$ cat src/rtl/id_ex_stage_reg.sv
// ID/EX pipeline register with load-use stall, bubble insertion and EX flush.
// Optional perf counters are built only when ID_EX_PERF_EN is defined.
module id_ex_stage_reg #(
    parameter int unsigned XLEN   = 32,
    parameter int unsigned REG_AW = 5,
    parameter int unsigned CNT_W  = 32
) (
    input  logic              clk,
    input  logic              rst_n,
    input  logic              RegWriteD,
    input  logic [1:0]        ResultSrcD,
    input  logic              MemWriteD,
    input  logic              JumpD,
    input  logic              JalrD,
    input  logic              BranchD,
    input  logic              ALUSrcD,
    input  logic [3:0]        ALUControlD,
    input  logic [2:0]        Funct3D,
    input  logic [REG_AW-1:0] Rs1D,
    input  logic [REG_AW-1:0] Rs2D,
    input  logic [REG_AW-1:0] RdD,
    input  logic [XLEN-1:0]   RD1D,
    input  logic [XLEN-1:0]   RD2D,
    input  logic [XLEN-1:0]   PCD,
    input  logic [XLEN-1:0]   PCPlus4D,
    input  logic [XLEN-1:0]   ImmExtD,
    input  logic              ValidD,
    input  logic              FlushE,
    input  logic              HoldE,
    output logic              RegWriteE,
    output logic [1:0]        ResultSrcE,
    output logic              MemWriteE,
    output logic              JumpE,
    output logic              JalrE,
    output logic              BranchE,
    output logic              ALUSrcE,
    output logic [3:0]        ALUControlE,
    output logic [2:0]        Funct3E,
    output logic [REG_AW-1:0] Rs1E,
    output logic [REG_AW-1:0] Rs2E,
    output logic [REG_AW-1:0] RdE,
    output logic [XLEN-1:0]   RD1E,
    output logic [XLEN-1:0]   RD2E,
    output logic [XLEN-1:0]   PCE,
    output logic [XLEN-1:0]   PCPlus4E,
    output logic [XLEN-1:0]   ImmExtE,
    output logic              ValidE,
    output logic              StallF,
    output logic              StallD,
    output logic [CNT_W-1:0]  StallCnt,
    output logic [CNT_W-1:0]  FlushCnt
);

    typedef struct packed {
        logic              valid;
        logic              reg_write;
        logic [1:0]        result_src;
        logic              mem_write;
        logic              jump;
        logic              jalr;
        logic              branch;
        logic              alu_src;
        logic [3:0]        alu_control;
        logic [2:0]        funct3;
        logic [REG_AW-1:0] rs1;
        logic [REG_AW-1:0] rs2;
        logic [REG_AW-1:0] rd;
        logic [XLEN-1:0]   rd1;
        logic [XLEN-1:0]   rd2;
        logic [XLEN-1:0]   pc;
        logic [XLEN-1:0]   pc_plus4;
        logic [XLEN-1:0]   imm_ext;
    } ex_t;

    ex_t  ex_q, ex_d, cap;
    logic lu;
    logic take_lu;

    // Load in EX whose destination is read by the valid instruction in ID.
    assign lu = ex_q.valid & ex_q.reg_write & (ex_q.result_src == 2'b01)
              & (ex_q.rd != '0) & ((ex_q.rd == Rs1D) | (ex_q.rd == Rs2D)) & ValidD;

    assign StallF  = (lu | HoldE) & ~FlushE;
    assign StallD  = StallF;
    assign take_lu = lu & ~FlushE & ~HoldE;

    always_comb begin
        cap             = '0;
        cap.valid       = ValidD;
        cap.reg_write   = RegWriteD & ValidD;
        cap.result_src  = ValidD ? ResultSrcD : 2'b00;
        cap.mem_write   = MemWriteD & ValidD;
        cap.jump        = JumpD & ValidD;
        cap.jalr        = JalrD & ValidD;
        cap.branch      = BranchD & ValidD;
        cap.alu_src     = ALUSrcD;
        cap.alu_control = ALUControlD;
        cap.funct3      = Funct3D;
        cap.rs1         = Rs1D;
        cap.rs2         = Rs2D;
        cap.rd          = RdD;
        cap.rd1         = RD1D;
        cap.rd2         = RD2D;
        cap.pc          = PCD;
        cap.pc_plus4    = PCPlus4D;
        cap.imm_ext     = ImmExtD;
    end

    always_comb begin
        ex_d = ex_q;
        if (FlushE) begin
            ex_d = '0;
        end else if (HoldE) begin
            ex_d = ex_q;
        end else if (lu) begin
            ex_d = '0;
        end else begin
            ex_d = cap;
        end
    end

    always_ff @(posedge clk or negedge rst_n) begin
        if (!rst_n) begin
            ex_q <= '0;
        end else begin
            ex_q <= ex_d;
        end
    end

    assign ValidE      = ex_q.valid;
    assign RegWriteE   = ex_q.reg_write;
    assign ResultSrcE  = ex_q.result_src;
    assign MemWriteE   = ex_q.mem_write;
    assign JumpE       = ex_q.jump;
    assign JalrE       = ex_q.jalr;
    assign BranchE     = ex_q.branch;
    assign ALUSrcE     = ex_q.alu_src;
    assign ALUControlE = ex_q.alu_control;
    assign Funct3E     = ex_q.funct3;
    assign Rs1E        = ex_q.rs1;
    assign Rs2E        = ex_q.rs2;
    assign RdE         = ex_q.rd;
    assign RD1E        = ex_q.rd1;
    assign RD2E        = ex_q.rd2;
    assign PCE         = ex_q.pc;
    assign PCPlus4E    = ex_q.pc_plus4;
    assign ImmExtE     = ex_q.imm_ext;

`ifdef ID_EX_PERF_EN
    logic [CNT_W-1:0] stall_cnt_q, stall_cnt_d;
    logic [CNT_W-1:0] flush_cnt_q, flush_cnt_d;

    always_comb begin
        stall_cnt_d = stall_cnt_q;
        flush_cnt_d = flush_cnt_q;
        if (take_lu && (stall_cnt_q != '1)) begin
            stall_cnt_d = stall_cnt_q + 1'b1;
        end
        if (FlushE && (flush_cnt_q != '1)) begin
            flush_cnt_d = flush_cnt_q + 1'b1;
        end
    end

    always_ff @(posedge clk or negedge rst_n) begin
        if (!rst_n) begin
            stall_cnt_q <= '0;
            flush_cnt_q <= '0;
        end else begin
            stall_cnt_q <= stall_cnt_d;
            flush_cnt_q <= flush_cnt_d;
        end
    end

    assign StallCnt = stall_cnt_q;
    assign FlushCnt = flush_cnt_q;
`else
    logic unused_perf;
    assign unused_perf = take_lu;
    assign StallCnt    = '0;
    assign FlushCnt    = '0;
`endif

endmodule

$ cat config.mk
export PLATFORM = sky130hd
export DESIGN_NAME = id_ex_stage_reg
export DESIGN_NICKNAME = d
export VERILOG_FILES = /design/src/rtl/id_ex_stage_reg.sv
export SDC_FILE = /design/constraint.sdc
export NUM_CORES = 1
export LEC_CHECK = 0
export BUFFER_PORTS_ARGS = -buffer_cell sky130_fd_sc_hd__buf_2
export CORE_AREA = 3 3 173 175
export CTS_BUF_LIST = sky130_fd_sc_hd__clkbuf_4 sky130_fd_sc_hd__clkbuf_8 sky130_fd_sc_hd__clkbuf_16
export DETAILED_ROUTE_END_ITERATION = 10
export DIE_AREA = 0 0 176 178
export PLACE_DENSITY = 0.64
export RECOVER_POWER = 50
export SETUP_SLACK_MARGIN = 0.4
export SYNTH_ARGS = -nofsm -noshare
export SYNTH_HDL_FRONTEND = slang
export SYNTH_SLANG_ARGS = --single-unit
export TNS_END_PERCENT = 20
$ cat constraint.sdc
create_clock -name clk -period 1.7 [get_ports clk]
set_input_delay 0.34 -clock clk [delete_from_list [all_inputs] [get_ports clk]]
set_output_delay 0.34 -clock clk [all_outputs]
set_load 0.03 [all_outputs]
# After elaboration in Yosys (flattened, before gate mapping)
# Cells that the tools add are included.
# W data, S select, Z words.
# totals
wordCells	41
inputBits	195
reg_bits	191
# classes
n_reduce_logical	1
n_bitwise	14
n_eq_ne	4
mux	4
# ops
operator	count
$mux W191	3
$and A1 B1 Y1	11
$eq A5 B5 Y1	2
$reduce_bool A5 Y1	1
$eq A2 B1 Y1 const B	1
$mux W2	1
$ne A2 B2 Y1 const B	1
$or A1 B1 Y1	2
$not A1 Y1	1

# Longest topological paths before layout
# depth
ltp_word	8
mapped_depth	7

# Worst setup path before layout
# OpenSTA, ideal clock, no wires.
# synth_path
kind	register to output
start	register ex_q, in the netlist RdE[4]
end	output StallF
arrival_time_ns	2.186
required_ns	1.360
stages_incl_launch_ff	8
slack_ns	-0.826
cell_sequence	dfrtp_1 -> xnor2_1 -> nand3_1 -> o22ai_1 -> nand3_1 -> clkbuf_1 -> a21oi_1 -> buf_4
# synth_via
elab_chain_len	6
elab_cells_between_ends	9
# synth_lines
element	line	source
start: declaration	75	ex_t ex_q, ex_d, cap;
start signal: assignment	124	ex_q <= '0;
start signal: assignment	126	ex_q <= ex_d;
$eq A5 B5 Y1 or $reduce_bool A5 Y1 (tied branches)	81	& (ex_q.rd != '0) & ((ex_q.rd == Rs1D) | (ex_q.rd == Rs2D)) & ValidD;
$or A1 B1 Y1 or $and A1 B1 Y1 (tied branches)	81	
$and A1 B1 Y1 (*) (2 in a row)	81	
$or A1 B1 Y1 (*)	83	assign StallF = (lu | HoldE) & ~FlushE;
$and A1 B1 Y1 (*)	83	
end: declaration	48	output logic StallF,
# Every way passes the cells marked *; elsewhere a longest branch is shown, timed or not.

# Final worst setup path
# layout_path
start	register ex_q, in the netlist RdE[3]
end	output StallF
# Same word-level chain as after synthesis.

==> run metrics <==
status complete, but fails checks; failing checks negative setup slack; Setup Crit Path Kind flip-flop to primary output; M1 GR Usage between 20 and 25%; post-route cell area between 10,000 and 15,000 sq um; largest net degree at the start of global routing 85; slowest CP cell dfrtp_2; Final Worst Setup Slack -0.439 ns; final wirelength 29,400 um; fin nets about 1,300; port bufs approximately 390; Post-Syn Area between 8000 and 9000 sq um; Pre-antenna DRT Iters 4; cell count of the worst reg-to-reg path 8; cell depth of the worst min-delay path 2; core area approximately 29,000 sq um; Most Crowded Layer GR met2; largest area contributor in the netlist dfrtp_1; die area roughly 31,000 sq um; Multi-input gate area around 3400 sq um; Routability Congestion 0.794; RSZ-0062 raised after global routing true; drt drc 0; # IOs between 400 and 500; filler cell count between 2,000 and 3,000; sequential area share after synthesis 54.9%; most common cell in the netlist dfrtp_1; Min-Delay Path Class input pin to flip-flop; met3 usage about 4.0%; Final Hold Fails 0; FP Rows between 60 and 70; initial antenna violation count 0; Num CTS Buffers 17; switching power 3500 uW; Seq pwr share 43.6%; Clk pin slew, worst setup/hold paths ~0.08 ns; die width 176 um; post-layout minimum cycle time about 2.1 ns; TritonCTS clock tree yes; EDFF count, synth 0; Max Root-Sink Buffers 2; CTS HTree Levels 4; cell area power density 903 nW/um^2; area share of the largest cell type after synthesis 54.9%; total global routing overflow 0; cells after synthesis ~750; Worst-Margin Slew just under 1 ns; DPL Wire Length roughly 21,000 um; vias in the first global route about 7,300; Post-DP Area between 10,000 and 15,000 sq um; total power around 11,000 uW; clk sinks roughly 190; layout cell share with drive strength beyond 1 a little over two fifths; max_slew headroom 34.7%; area growth from synthesis to layout 45.5%; Final period util 126%; number of library cell types mapped by synthesis 23; clock skew between 0.009 and 0.01 ns; top_reg_cell synth dfrtp_1; DRT iter0 DRCs between 500 and 600; Initial Utilization 30.4%; Worst Path Max Fanout 3; Routed Antenna Nets 0; critical path required time ~1.4 ns; vias 7,578; GRT Total Usage roughly 18%; Synth Warn # 0; Setup crit end kind primary output; met2 Usage GRT 30.0%; cells along the critical path xnor2_2 -> nand2_2 -> o22ai_4 -> nand3_4 -> a21oi_4 -> buf_6; Comb pwr share between 20% and 30%; peak supply drop between 500 and 600 uV; CP peak stage delay around 0.44 ns; MaxCap Viol Count 0; sw frac a little under a third; Post-Layout Cell Count roughly 1,500; Synth top cells by count 191 x dfrtp_1, 187 x and3_1, 178 x a22o_1; CP arrival approximately 1.8 ns; Final setup viols between 150 and 200; Synth async-reset ratio 100%; Worst Setup Start Kind flip-flop; Die Ht around 180 um; Avg Cell Area, Syn between 10 and 15 sq um; Hold WS ~0.16 ns; Max Clock Freq approximately 470 MHz; FF/Latch Area between 4000 and 5000 sq um; placed insts between 1,000 and 1,500; Leak just over 0.007 uW; Clk network pwr share ~36%; clk_lat worst skew ~0.43 ns; first-pass GRT wire length 43,400 um; post-DR wirelength/cell between 15 and 20 um; Internal 7930 uW; vias per inst roughly 5.0; Root Buffer clkbuf_16; Slew Limit Fails 0; most area-consuming cells after synthesis dfrtp_1 55%, a22o_1 18%, and3_1 13%, buf_4 5.7%, clkbuf_1 2.3%; post-synthesis register bit count 191
power groups by stage:
stage	registers, uW	logic (uW)	clock network, uW
2_1_floorplan	5520	822	0
3_3_place_gp	5020	2080	0
3_5_place_dp	5020	2100	0
4_1_cts	4950	2180	4240
5_1_grt	5010	2440	4440
6_report	4980	2300	4150
cells by family (layout without fill, tap and decap cells):
family / Yosys count / after routing / share of synthesized area, %
AND/OR/NAND/NOR: 202 / 202 / 14.4
buffers and inverters: 150 / 480 / 10.1
other: 1 / 65 / 0.0431
XOR/XNOR: 10 / 10 / 1.01
flip-flops: 191 / 191 / 54.9
AO/OA/AOI/OAI: 194 / 194 / 19.6
critical path, delay by kind of cell (launching register included):
| kind | cells | cell delay, ns |
|---|---|---|
| flip-flops | 1 | 0.44 |
| AO/OA/AOI/OAI | 2 | 0.38 |
| AND/OR/NAND/NOR | 2 | 0.23 |
| XOR/XNOR | 1 | 0.16 |
| buffers and inverters | 1 | 0.15 |
cells in the final DEF, fill, tap and decap left out, drive strengths merged:
| master | n |
|---|---|
| clkinvlp | 3 |
| diode | 1 |
| nand2 | 3 |
| buf | 438 |
| dfrtp | 191 |
| conb | 64 |
| clkinv | 3 |
| clkbuf | 24 |
| nor2b | 5 |
| nor2 | 2 |
| nand3 | 3 |
| a32o | 9 |
| o22ai | 1 |
| xnor2 | 10 |
| and3 | 187 |
| dlygate4sd3 | 1 |
| inv | 9 |
| a21oi | 2 |
| a41o | 3 |
| nor3 | 1 |
| bufinv | 2 |
| nand4b | 1 |
| a22o | 178 |
| a31o | 1 |
stage by stage:
stage	util (%)	setup TNS, ns	setup slack (ns)
after CTS	42.4	-33.31	-0.509
after global placement	39.1	-46.31	-0.277
after floorplan	-	-0.399	-0.289
final	44.2	-24.42	-0.439
after global routing	44.2	-35.71	-0.532
after detailed placement	39.1	-55.39	-0.339
flip-flops by register name, indices dropped and copies added, names as in the netlist:
signal       flops
PCE             32
RdE              5
RD2E            32
RD1E            32
Rs2E             5
PCPlus4E        32
ValidE           1
JumpE            1
MemWriteE        1
ALUControlE      4
JalrE            1
BranchE          1
Funct3E          3
ALUSrcE          1
ImmExtE         32
Rs1E             5
ResultSrcE       2
RegWriteE        1
layout make-up:
| class | count | share of cell area, % |
|---|---|---|
| flip-flops and latches | 191 | 37.8 |
| well taps | 384 | 3.80 |
| diodes | 1 | 0.0198 |
| multi-input cells | 470 | 26.9 |
| inverters | 2 | 0.0989 |
| clock buffers | 17 | 3.36 |
| clock inverters | 15 | 1.37 |
| repair buffers | 446 | 26.6 |
metal layers:
metal	wire [um]	vias to the layer above
met5	0	-
met4	550	0
met3	1940	33
met2	15000	308
met1	11900	3816
li1	-	3421
worst paths after layout:
| check | startpoint | endpoint | slack, ns |
|---|---|---|---|
| worst max-delay path | RdE[3]$_DFFE_PN0P_ | StallF | -0.44 |
| worst min-delay path | ResultSrcD[1] | ResultSrcE[1]$_DFFE_PN0P_ | 0.16 |
| worst max register to register | RdE[3]$_DFFE_PN0P_ | ImmExtE[16]$_DFFE_PN0P_ | -0.18 |
| worst min register to register | PCE[5]$_DFFE_PN0P_ | PCE[5]$_DFFE_PN0P_ | 0.50 |
| max in group asynchronous | rst_n | PCPlus4E[3]$_DFFE_PN0P_ | 0.18 |
| min in group asynchronous | rst_n | RD2E[10]$_DFFE_PN0P_ | 0.64 |
repair_timing:
item	CTS	global route
gates resized for setup	102	247
pin swaps	1	4
setup buffers	1	2
hold endpoints to repair	27	0
hold buffers	1	0
endpoints found under the setup margin	384	384
Power figures use the tool's default switching activity.
